**src/rtl/apb_pkg.sv**
```systemverilog
`default_nettype none
// ---------------------------------------------------------------------------
// apb_pkg : shared APB slave types, ID constant and byte-strobe merge helper
// rev 1.0
// ---------------------------------------------------------------------------
package apb_pkg;

  typedef enum logic [1:0] {
    APB_IDLE  = 2'd0,
    APB_SETUP = 2'd1,
    APB_WAIT  = 2'd2,
    APB_RESP  = 2'd3
  } apb_state_e;

  localparam logic [15:0] APB_ID_MAGIC = 16'hA9B0;
  localparam int          APB_DATA_W   = 32;
  localparam int          APB_STRB_W   = APB_DATA_W / 8;

  function automatic logic [APB_DATA_W-1:0] apb_strb_merge(
    input logic [APB_DATA_W-1:0] old,
    input logic [APB_DATA_W-1:0] wdata,
    input logic [APB_STRB_W-1:0] strb
  );
    logic [APB_DATA_W-1:0] merged;
    merged = old;
    for (int b = 0; b < APB_STRB_W; b++) begin
      if (strb[b]) merged[8*b +: 8] = wdata[8*b +: 8];
    end
    return merged;
  endfunction

endpackage
`default_nettype wire

```
**src/rtl/apb_regfile_mem.sv**
```systemverilog
`default_nettype none
// ---------------------------------------------------------------------------
// apb_regfile_mem : DEPTH x 32 storage, byte-enable write, combinational read
// rev 1.0
// ---------------------------------------------------------------------------
module apb_regfile_mem
  import apb_pkg::*;
#(
  parameter int DEPTH = 16,
  parameter int IDX_W = 4
) (
  input  logic                  clk,
  input  logic                  rst_n,
  input  logic                  we,
  input  logic [IDX_W-1:0]      waddr,
  input  logic [APB_DATA_W-1:0] wdata,
  input  logic [APB_STRB_W-1:0] wstrb,
  input  logic [IDX_W-1:0]      raddr,
  output logic [APB_DATA_W-1:0] rdata
);

  logic [APB_DATA_W-1:0] mem_q [DEPTH];

  always_ff @(posedge clk) begin
    if (!rst_n) begin
      for (int i = 0; i < DEPTH; i++) mem_q[i] <= '0;
    end else if (we) begin
      mem_q[waddr] <= apb_strb_merge(mem_q[waddr], wdata, wstrb);
    end
  end

  assign rdata = mem_q[raddr];

endmodule
`default_nettype wire

```
**src/rtl/apb_slave_regfile.sv**
```systemverilog
`default_nettype none
// ---------------------------------------------------------------------------
// apb_slave_regfile : APB3 slave with byte-strobed register file and
//                     programmable wait states; word 0 is a read-only ID.
// rev 1.0
// ---------------------------------------------------------------------------
module apb_slave_regfile
  import apb_pkg::*;
#(
  parameter int SLAVE_ID    = 0,
  parameter int ADDR_WIDTH  = 8,
  parameter int DATA_WIDTH  = 32,
  parameter int DEPTH       = 16,
  parameter int WAIT_STATES = 2
) (
  input  logic                    clk,
  input  logic                    rst_n,
  input  logic                    psel,
  input  logic                    penable,
  input  logic                    pwrite,
  input  logic [ADDR_WIDTH-1:0]   paddr,
  input  logic [DATA_WIDTH-1:0]   pwdata,
  input  logic [DATA_WIDTH/8-1:0] pstrb,
  output logic [DATA_WIDTH-1:0]   prdata,
  output logic                    pready,
  output logic                    pslverr
);

  localparam int                    IDX_W   = $clog2(DEPTH);
  localparam int                    STRB_W  = DATA_WIDTH / 8;
  localparam logic [3:0]            WS_C    = 4'(WAIT_STATES);
  localparam logic [31:0]           DEPTH_U = 32'(DEPTH);
  localparam logic [DATA_WIDTH-1:0] ID_WORD = {APB_ID_MAGIC, 8'(DEPTH), 8'(SLAVE_ID)};

  apb_state_e              state_q, state_d;
  logic [3:0]              cnt_q, cnt_d;
  logic [ADDR_WIDTH-1:0]   addr_q, addr_d;
  logic                    write_q, write_d;
  logic [DATA_WIDTH-1:0]   wdata_q, wdata_d;
  logic [STRB_W-1:0]       strb_q, strb_d;
  logic                    pready_q, pready_d;
  logic                    pslverr_q, pslverr_d;
  logic [DATA_WIDTH-1:0]   prdata_q, prdata_d;

  logic                    begin_setup;
  logic                    capture;
  logic                    take_resp;
  logic [ADDR_WIDTH-1:0]   src_addr;
  logic                    src_write;
  logic [ADDR_WIDTH-3:0]   idx_full;
  logic [31:0]             idx_ext;
  logic                    dec_err;
  logic [DATA_WIDTH-1:0]   mem_rdata;
  logic [DATA_WIDTH-1:0]   resp_rdata;
  logic                    mem_we;

  assign begin_setup = psel && !penable;

  // With zero wait states the response is decided in the setup cycle itself,
  // so decode must look at the live bus rather than the captured copy.
  always_comb begin
    src_addr  = (state_q == APB_IDLE) ? paddr  : addr_q;
    src_write = (state_q == APB_IDLE) ? pwrite : write_q;
    idx_full  = src_addr[ADDR_WIDTH-1:2];
    idx_ext   = 32'(idx_full);
    dec_err   = (src_addr[1:0] != 2'b00) || (idx_ext >= DEPTH_U) ||
                (src_write && (idx_ext == 32'd0));
    if (dec_err || src_write) begin
      resp_rdata = '0;
    end else if (idx_ext == 32'd0) begin
      resp_rdata = ID_WORD;
    end else begin
      resp_rdata = mem_rdata;
    end
  end

  always_comb begin
    state_d   = state_q;
    cnt_d     = cnt_q;
    capture   = 1'b0;
    take_resp = 1'b0;

    case (state_q)
      APB_IDLE: begin
        if (begin_setup) begin
          capture = 1'b1;
          if (WS_C == 4'd0) begin
            state_d   = APB_RESP;
            take_resp = 1'b1;
          end else begin
            // The first access cycle spent in SETUP already counts as a wait.
            state_d = APB_SETUP;
            cnt_d   = WS_C - 4'd1;
          end
        end
      end
      APB_SETUP: begin
        if (!psel) begin
          state_d = APB_IDLE;
        end else if (!penable) begin
          capture = 1'b1;
        end else if (cnt_q == 4'd0) begin
          state_d   = APB_RESP;
          take_resp = 1'b1;
        end else begin
          state_d = APB_WAIT;
          cnt_d   = cnt_q - 4'd1;
        end
      end
      APB_WAIT: begin
        if (!psel || !penable) begin
          state_d = APB_IDLE;
        end else if (cnt_q != 4'd0) begin
          cnt_d = cnt_q - 4'd1;
        end else begin
          state_d   = APB_RESP;
          take_resp = 1'b1;
        end
      end
      APB_RESP: begin
        // A setup overlapping the response cycle is held one extra cycle,
        // keeping back-to-back completions 1+WAIT_STATES+1 cycles apart.
        if (begin_setup) begin
          capture = 1'b1;
          state_d = APB_SETUP;
          cnt_d   = WS_C;
        end else begin
          state_d = APB_IDLE;
        end
      end
      default: state_d = APB_IDLE;
    endcase
  end

  always_comb begin
    addr_d    = addr_q;
    write_d   = write_q;
    wdata_d   = wdata_q;
    strb_d    = strb_q;
    pready_d  = 1'b0;
    pslverr_d = 1'b0;
    prdata_d  = '0;
    if (capture) begin
      addr_d  = paddr;
      write_d = pwrite;
      wdata_d = pwdata;
      strb_d  = pstrb;
    end
    if (take_resp) begin
      pready_d  = 1'b1;
      pslverr_d = dec_err;
      prdata_d  = resp_rdata;
    end
  end

  always_ff @(posedge clk) begin
    if (!rst_n) begin
      state_q   <= APB_IDLE;
      cnt_q     <= '0;
      addr_q    <= '0;
      write_q   <= 1'b0;
      wdata_q   <= '0;
      strb_q    <= '0;
      pready_q  <= 1'b0;
      pslverr_q <= 1'b0;
      prdata_q  <= '0;
    end else begin
      state_q   <= state_d;
      cnt_q     <= cnt_d;
      addr_q    <= addr_d;
      write_q   <= write_d;
      wdata_q   <= wdata_d;
      strb_q    <= strb_d;
      pready_q  <= pready_d;
      pslverr_q <= pslverr_d;
      prdata_q  <= prdata_d;
    end
  end

  // The write lands at the end of the response cycle, only if it was legal.
  assign mem_we = (state_q == APB_RESP) && write_q && !pslverr_q;

  apb_regfile_mem #(
    .DEPTH (DEPTH),
    .IDX_W (IDX_W)
  ) u_mem (
    .clk   (clk),
    .rst_n (rst_n),
    .we    (mem_we),
    .waddr (addr_q[IDX_W+1:2]),
    .wdata (wdata_q),
    .wstrb (strb_q),
    .raddr (idx_full[IDX_W-1:0]),
    .rdata (mem_rdata)
  );

  assign prdata  = prdata_q;
  assign pready  = pready_q;
  assign pslverr = pslverr_q;

endmodule
`default_nettype wire

```
**config.mk**
```make
export PLATFORM = sky130hd
export DESIGN_NAME = apb_slave_regfile
export DESIGN_NICKNAME = d
export VERILOG_FILES = /design/src/rtl/apb_pkg.sv /design/src/rtl/apb_regfile_mem.sv /design/src/rtl/apb_slave_regfile.sv
export SDC_FILE = /design/constraint.sdc
export NUM_CORES = 1
export LEC_CHECK = 0
export CAP_MARGIN = 0
export CORE_MARGIN = 5
export CORE_UTILIZATION = 25
export CTS_BUF_LIST = sky130_fd_sc_hd__clkbuf_4 sky130_fd_sc_hd__clkbuf_8 sky130_fd_sc_hd__clkbuf_16
export DETAILED_ROUTE_END_ITERATION = 6
export PLACE_DENSITY = 0.41
export SYNTH_ARGS = -nofsm -noshare
export SYNTH_HDL_FRONTEND = slang
export SYNTH_SLANG_ARGS = --single-unit
```
**constraint.sdc**
```tcl
create_clock -name clk -period 4.3 [get_ports clk]
set_clock_uncertainty 0.15 [all_clocks]
set_input_delay 1.29 -clock clk [delete_from_list [all_inputs] [get_ports clk]]
set_output_delay 1.29 -clock clk [all_outputs]
set_load 0.005 [all_outputs]
```
==> qor.yml, run 1 <==
finish:
  area_delta_synth_final_pct: 19.96
  diodes: 0
  drive_above_1_share: 0.1121
  fillers: 11420
  final_nets: 2737
  finish.utilization: 0.3025
  stdcell_count: 4226
drt:
  drtAntennaViolNets: 0
  dr.pass1.iters: 7
  wl_um: 101900
  drc: 3
  initialDrtViolationCount: 1860
  wire_per_inst_um: 24.10
  vias_per_cell: 4.857
  vias: 20530
global_route:
  grt_max_degree: 65
  grt_pass1_vias: 20720
  grt-busiest-layer: "met2"
  use_met1: 0.2356
  grt_pass1_wl_um: 147900
  antenna_found_initial: 3
  grt_use_met2: 0.2786
  grt_usage: 0.1699
  met3_usage: 0.02434
  gr-total-overflow: 0
pwr:
  power_leakage_nw: 11.85
  p_per_area_nw_per_um2: 553.7
  peakVddDrop_v: 0.0003440
logic_synthesis:
  synth_fp_nets: 2619
  synth_seq_cells: 597
  async_reset_ff_frac: 0
  yosys.area.top_type: "edfxtp_1"
  syn_inst: 2565
  avgSynthCellArea_um2: 10.91
  netlist_area_um2: 27980
  yosysSeqAreaShare: 0.6102
  yosysUniqueCellTypes: 67
  ys_dominant_reg_cell: "edfxtp_1"
  synth_top_area_frac: 0.5494
  synth_area_leaders: "edfxtp_1 (55%), and2_1 (12%), dfxtp_1 (6.1%), nand2_1 (4.1%), a21oi_1 (3.4%)"
  ys_warn_count: 0
  synth_edf_count: 512
floorplan:
  dieWidth_um: 344.6
  coreArea_um2: 111000
  ios: 83
  start_util: 0.2522
  die_area_um2: 118700
  die_h_um: 344.6
  rows: 122
timing:
  worstMarginPinSlew_ns: 1.109
  period_needed_ns: 3.560
  slew_viol_final: 0
  rsz0062_at_grt: "false"
  finalHoldViolations: 0
  final.setup.tns_ns: 0
  finalCritPeriodShare: 0.8280
  fmax_mhz: 280.9
  slew_headroom: 0.2596
  setup_viol: 0
setup_path:
  cp-startpoint: "paddr[3]"
  worstPathRequired_ns: 4.69
  end_kind: "flop"
  worst-setup-path-type: "in2reg"
  crit_path_max_fanout: 22
  reg2reg_from: "state_q[0]$_SDFFE_PN0P_"
  arrival_ns: 3.95
  worstSetupStartpointType: "input port"
flow_run:
  maxCapViolCount: 0
outcome:
  status: "finished with violations"
  violations: "design-rule violations"
placement:
  portBuffers: 82
  hpwlAfterDp_um: 70600
  dp.cells: 4099
  gp_congestion: 0.8338
clock_tree:
  clk_path_buf_depth: 3
  cts_root_buf: "clkbuf_16"
  clock-sinks: 597
  clk_latency_ns: 0.63
  postCtsHoldBufs: 0
  cts_resized: 0
  htree_levels: 3
  cts_tree: "yes"
  cts_setup_buffers: 0
  path_clk_slew_ns: 0.06
  numCtsBuffers: 70
worst_hold_path:
  holdCritStartpoint: "strb_q[1]$_SDFFE_PN0P_"
  hold_class: "reg2reg"
-- cells in the mapped netlist, types with 2 or more instances --
| library cell | count |
|---|---|
| o22ai_1 | 19 |
| buf_6 | 5 |
| mux2i_1 | 3 |
| dfxtp_1 | 85 |
| or2_2 | 13 |
| a31oi_1 | 42 |
| clkbuf_1 | 108 |
| or4b_1 | 2 |
| a221oi_1 | 15 |
| o21ai_0 | 167 |
| nor4b_1 | 12 |
| or3_1 | 2 |
| buf_1 | 4 |
| and2_1 | 526 |
| ha_1 | 5 |
| a211oi_1 | 59 |
| o311ai_0 | 2 |
| nand2_1 | 308 |
| nor2_1 | 117 |
| a211o_1 | 35 |
| nand2b_4 | 2 |
| a21boi_0 | 15 |
| o21a_1 | 2 |
| o221ai_1 | 3 |
| nand2b_1 | 7 |
| a22oi_1 | 3 |
| a21oi_1 | 189 |
| buf_2 | 57 |
| buf_4 | 9 |
| o31ai_1 | 16 |
| nand3_1 | 13 |
| nand4_1 | 2 |
| o31a_1 | 13 |
| nor3_1 | 74 |
| inv_1 | 22 |
| nor2b_1 | 14 |
| o2bb2ai_1 | 23 |
| o211ai_1 | 17 |
| nor4_1 | 14 |
| a221o_1 | 2 |
| edfxtp_1 | 512 |
| nor3b_1 | 2 |
-- layer usage --
metal	wire (um)	share of wire
met1	46400	0.46
met2	47650	0.47
met3	5433	0.053
met4	2367	0.023
met5	0	0
-- per-stage QoR --
step           instance area (um2)  setup slack (ns)  hold slack, ns  total power, mW
3_3_place_gp                 31220            0.1276          0.2974            12.53
5_1_grt                      33570            0.7421          0.3388            19.46
6_report                     33570            0.7397          0.3092            18.59
2_1_floorplan                27980            0.8950          0.2866            10.10
3_5_place_dp                 31220            0.1299          0.3060            12.55
4_1_cts                      33570            0.7752          0.3141            18.77
-- where the power goes --
part / internal, mW / total (mW) / switching, mW
clock network: 3.67 / 6.16 / 2.49
logic: 1.79 / 5.48 / 3.69
registers: 6.51 / 6.95 / 0.441
-- cell families after synthesis --
kind of cell,after synthesis,synth area share
AOI/OAI and AO/OA,633,0.1400
adders and majority gates,5,0.002236
buffers and inverters,206,0.03273
DFF,597,0.6102
muxes,6,0.002817
and+or+nand+nor,1118,0.2119
-- flip-flops by register name (all words and copies together), names as in the netlist --
signal,flops
strb_q,4
state_q,2
prdata,32
wdata_q,32
pslverr,1
addr_q,8
write_q,1
cnt_q,4
u_mem.mem_q,512
pready,1
-- path summary, 6_finish.rpt --
| path | to | slack (ns) | depth (start not counted) |
|---|---|---|---|
| setup reg to reg | prdata[1]$_SDFF_PP0_ | 0.95 | 8 |
| hold reg to reg | strb_q[1]$_SDFFE_PN0P_ | 0.31 | 2 |
| setup / recovery | prdata[1]$_SDFF_PP0_ | 0.74 | 8 |
| hold / removal | strb_q[1]$_SDFFE_PN0P_ | 0.31 | 2 |
-- placed cells by master (no fill, tap or decap), drive strengths merged, types with 9 or more instances in the layout --
cell / Yosys / final
and2: 526 / 526
nor4b: 12 / 12
a221oi: 15 / 15
nand2b: 9 / 9
nor4: 15 / 15
o211ai: 17 / 17
o2bb2ai: 23 / 23
nor3: 75 / 75
a211oi: 59 / 59
dfxtp: 85 / 85
edfxtp: 512 / 512
nand3: 14 / 14
o21ai: 169 / 169
clkinv: 0 / 20
buf: 75 / 149
o22ai: 19 / 19
a21boi: 16 / 16
a211o: 35 / 35
a31oi: 42 / 42
nand2: 308 / 308
a21oi: 189 / 189
nor2b: 15 / 15
o31ai: 16 / 16
inv: 23 / 26
o31a: 13 / 13
nor2: 118 / 118
or2: 13 / 13
clkdlybuf4s50: 0 / 80
clkbuf: 108 / 95
-- worst max-delay path: stages --
cell             delay [ns]
clkdlybuf4s50_1        0.61
buf_4                  0.27
inv_1                  0.08
a31o_4                 0.44
buf_12                 0.23
a221oi_1               0.07
o31ai_1                0.73
o31a_1                 0.21
-- cell type report --
class,instances,area [um2],area share
Inverter,23,86.33,0.002572
Tap cell,1488,1862,0.05546
Multi-Input combinational cell,1762,10090,0.3007
Clock inverter,32,366.6,0.01092
Clock buffer,95,1982,0.05904
Timing Repair Buffer,229,2102,0.06262
Sequential cell,597,17080,0.5087
No activity file was read; power rests on OpenSTA's default activity.
==> run 2: changes to the inputs <==
--- a/config.mk
+++ b/config.mk
@@ -10,7 +10,7 @@
 export CORE_UTILIZATION = 25
 export CTS_BUF_LIST = sky130_fd_sc_hd__clkbuf_4 sky130_fd_sc_hd__clkbuf_8 sky130_fd_sc_hd__clkbuf_16
 export DETAILED_ROUTE_END_ITERATION = 6
-export PLACE_DENSITY = 0.41
+export PLACE_DENSITY = 0.42
 export SYNTH_ARGS = -nofsm -noshare
 export SYNTH_HDL_FRONTEND = slang
 export SYNTH_SLANG_ARGS = --single-unit
==> constraint.sdc (replaced) <==
create_clock -name clk -period 3.2 [get_ports clk]
set_clock_uncertainty 0.15 [all_clocks]
set_input_delay 0.96 -clock clk [delete_from_list [all_inputs] [get_ports clk]]
set_output_delay 0.96 -clock clk [all_outputs]
set_load 0.005 [all_outputs]
==> qor.yml, run 2 (same netlist as run 1, synthesis figures left out) <==
clock_tree:
  htree_levels: 3  # unchanged
  clk_path_buf_depth: 3  # unchanged
  postCtsHoldBufs: 0  # unchanged
  path_clk_slew_ns: 0.06  # about the same
  clk_latency_ns: 0.65  # +0.02 ns
  clock-sinks: 597  # unchanged
  cts_root_buf: "clkbuf_16"
  cts_tree: "yes"
  numCtsBuffers: 72  # +2.9%
setup_path:
  end_kind: "flop"
  arrival_ns: 3.36  # -0.59 ns
  worstSetupStartpointType: "flop"
  worst-setup-path-type: "reg2reg"
  worstPathRequired_ns: 3.55  # -1.14 ns
  crit_path_max_fanout: 22  # unchanged
finish:
  final_nets: 2845  # +3.9%
  layout_commonest_cell: "and2_1"
  finish.utilization: 0.3120  # +0.009527
  drive_above_1_share: 0.1460  # +0.03389
  final_cell_mix: "and2_1 (526), edfxtp_1 (512), nand2_1 (308)"
  stdcell_count: 4339  # +2.7%
  largest_reg_flops: 512  # unchanged
  regMostFlops: "u_mem.mem_q"
  area_delta_synth_final_pct: 23.74
pwr:
  power_leakage_nw: 12.46  # +5.2%
  pwr-share-seq: 0.362  # -0.012
  p_sw_mw: 9.023  # +36%
  p_sw_frac: 0.3517  # -0.004556
  p_clk_frac: 0.322  # -0.009
  peakVddDrop_v: 0.0003551  # +3.2%
  combPwrFrac: 0.316  # +0.021
  internal_power_mw: 16.64  # +39%
  p_per_area_nw_per_um2: 741.0  # +34%
drt:
  initialDrtViolationCount: 1441  # -23%
  vias: 20810  # +1.4%
  drc: 0  # -3
  wl_um: 99770  # -2.1%
  wire_per_inst_um: 22.99  # -4.6%
  drtAntennaViolNets: 0  # unchanged
  dr.pass1.iters: 5  # -2
  vias_per_cell: 4.796  # -1.2%
global_route:
  grt_pass1_vias: 21340  # +3.0%
  antenna_found_initial: 8  # +5
  grt_max_degree: 70  # +7.7%
  gr-total-overflow: 0  # unchanged
  grt_pass1_wl_um: 146000  # -1.3%
  grt_usage: 0.1661  # -0.003817
placement:
  hpwlAfterDp_um: 70310  # -0.41%
  portBuffers: 82  # unchanged
  gp_congestion: 0.8523  # +2.2%
  dp.cells: 4204  # +2.6%
floorplan:
  die_h_um: 344.6  # unchanged
  start_util: 0.2522  # unchanged
  dieWidth_um: 344.6  # unchanged
  ios: 83  # unchanged
  die_area_um2: 118700  # unchanged
  rows: 122  # unchanged
  coreArea_um2: 111000  # unchanged
flow_run:
  maxCapViolCount: 0  # unchanged
worst_hold_path:
  hold_class: "reg2reg"
timing:
  worstMarginPinSlew_ns: 1.049  # -0.05966 ns
  slew_viol_final: 0  # unchanged
  setup_viol: 0  # unchanged
  rsz0062_at_grt: "false"
  finalCritPeriodShare: 0.9412
  period_needed_ns: 3.012
  fmax_mhz: 332.0
  finalHoldViolations: 0  # unchanged
  slew_headroom: 0.2994  # +0.03983
outcome:
  status: "completed"
run 2: changes by cell type in the layout (fill, tap and decap cells not counted), sizes merged:
cell / change
inv: +2
buf: +106
bufinv: -1
clkinv: +9
clkbuf: -5
diode: +2
run 2: critical path: stages, from the launching register on:
cell and delay [ns]:
dfxtp_1 0.33, inv_1 0.14, ha_4 0.35, buf_12 0.20
nand2_1 0.10, o21ai_4 0.20, buf_12 0.26, buf_12 0.19
nor4b_1 0.07, a211oi_1 0.29, buf_4 0.19, a21oi_1 0.07
a31oi_2 0.31
run 2: power groups by stage:
stage | Combinational (mW) | Clock (mW) | Sequential, mW
global route | 8.77 | 8.78 | 9.35
floorplan | 4.53 | 0 | 9.04
CTS | 8.11 | 8.46 | 9.31
global placement | 8.04 | 0 | 9.46
detailed placement | 8.07 | 0 | 9.46
finish | 8.11 | 8.25 | 9.30
run 2: what timing repair did:
action | 4_1_cts | 5_1_grt
pin swaps | 0 | 1
setup endpoints to repair | 1 | 1
hold endpoints to repair | 0 | 0
gates cloned | 0 | 0
resized for setup | 1 | 0
buffers inserted | 0 | 1
run 2: metrics by stage:
stage	setup slack, ns	TNS, ns	hold slack [ns]	area, um2	total power [mW]
5_1_grt	0.06578	0	0.3372	34620	26.90
3_3_place_gp	-0.6198	-6.468	0.3003	32230	17.51
2_1_floorplan	0.1250	0	0.2866	27980	13.57
4_1_cts	0.003554	0	0.3171	34610	25.88
6_report	0.1881	0	0.3167	34630	25.66
3_5_place_dp	-0.6684	-7.337	0.3079	32230	17.54
run 2: final cells by class:
type                            instances  area, um2
Tap cell                             1488       1862
Clock inverter                         42      409.1
Clock buffer                           90       1961
Fill cell                           11350      76350
Inverter                               23      86.33
Sequential cell                       597      17080
Timing Repair Buffer                  335       3127
Antenna cell                            2      5.005
Multi-Input combinational cell       1762      10100
run 2: worst paths after layout:
kind,slack (ns),from,cells after the start,endpoint
worst max-delay path,0.19,state_q[1]$_SDFFE_PN0P_,12,prdata[8]$_SDFF_PP0_
worst min-delay path,0.32,addr_q[0]$_SDFFE_PN0P_,2,addr_q[0]$_SDFFE_PN0P_
worst max register to register,0.19,state_q[1]$_SDFFE_PN0P_,12,prdata[8]$_SDFF_PP0_
worst min register to register,0.32,addr_q[0]$_SDFFE_PN0P_,2,addr_q[0]$_SDFFE_PN0P_
run 2: layer usage:
| metal | wire length (um) | track usage | up-vias | share of wire |
|---|---|---|---|---|
| li1 | - | - | 9678 | - |
| met1 | 45080 | 0.2254 | 10410 | 0.45 |
| met2 | 47210 | 0.2779 | 579 | 0.47 |
| met3 | 4834 | 0.02071 | 147 | 0.048 |
| met4 | 2633 | 0.05094 | 2 | 0.026 |
| met5 | 13 | 0 | - | 0.00013 |
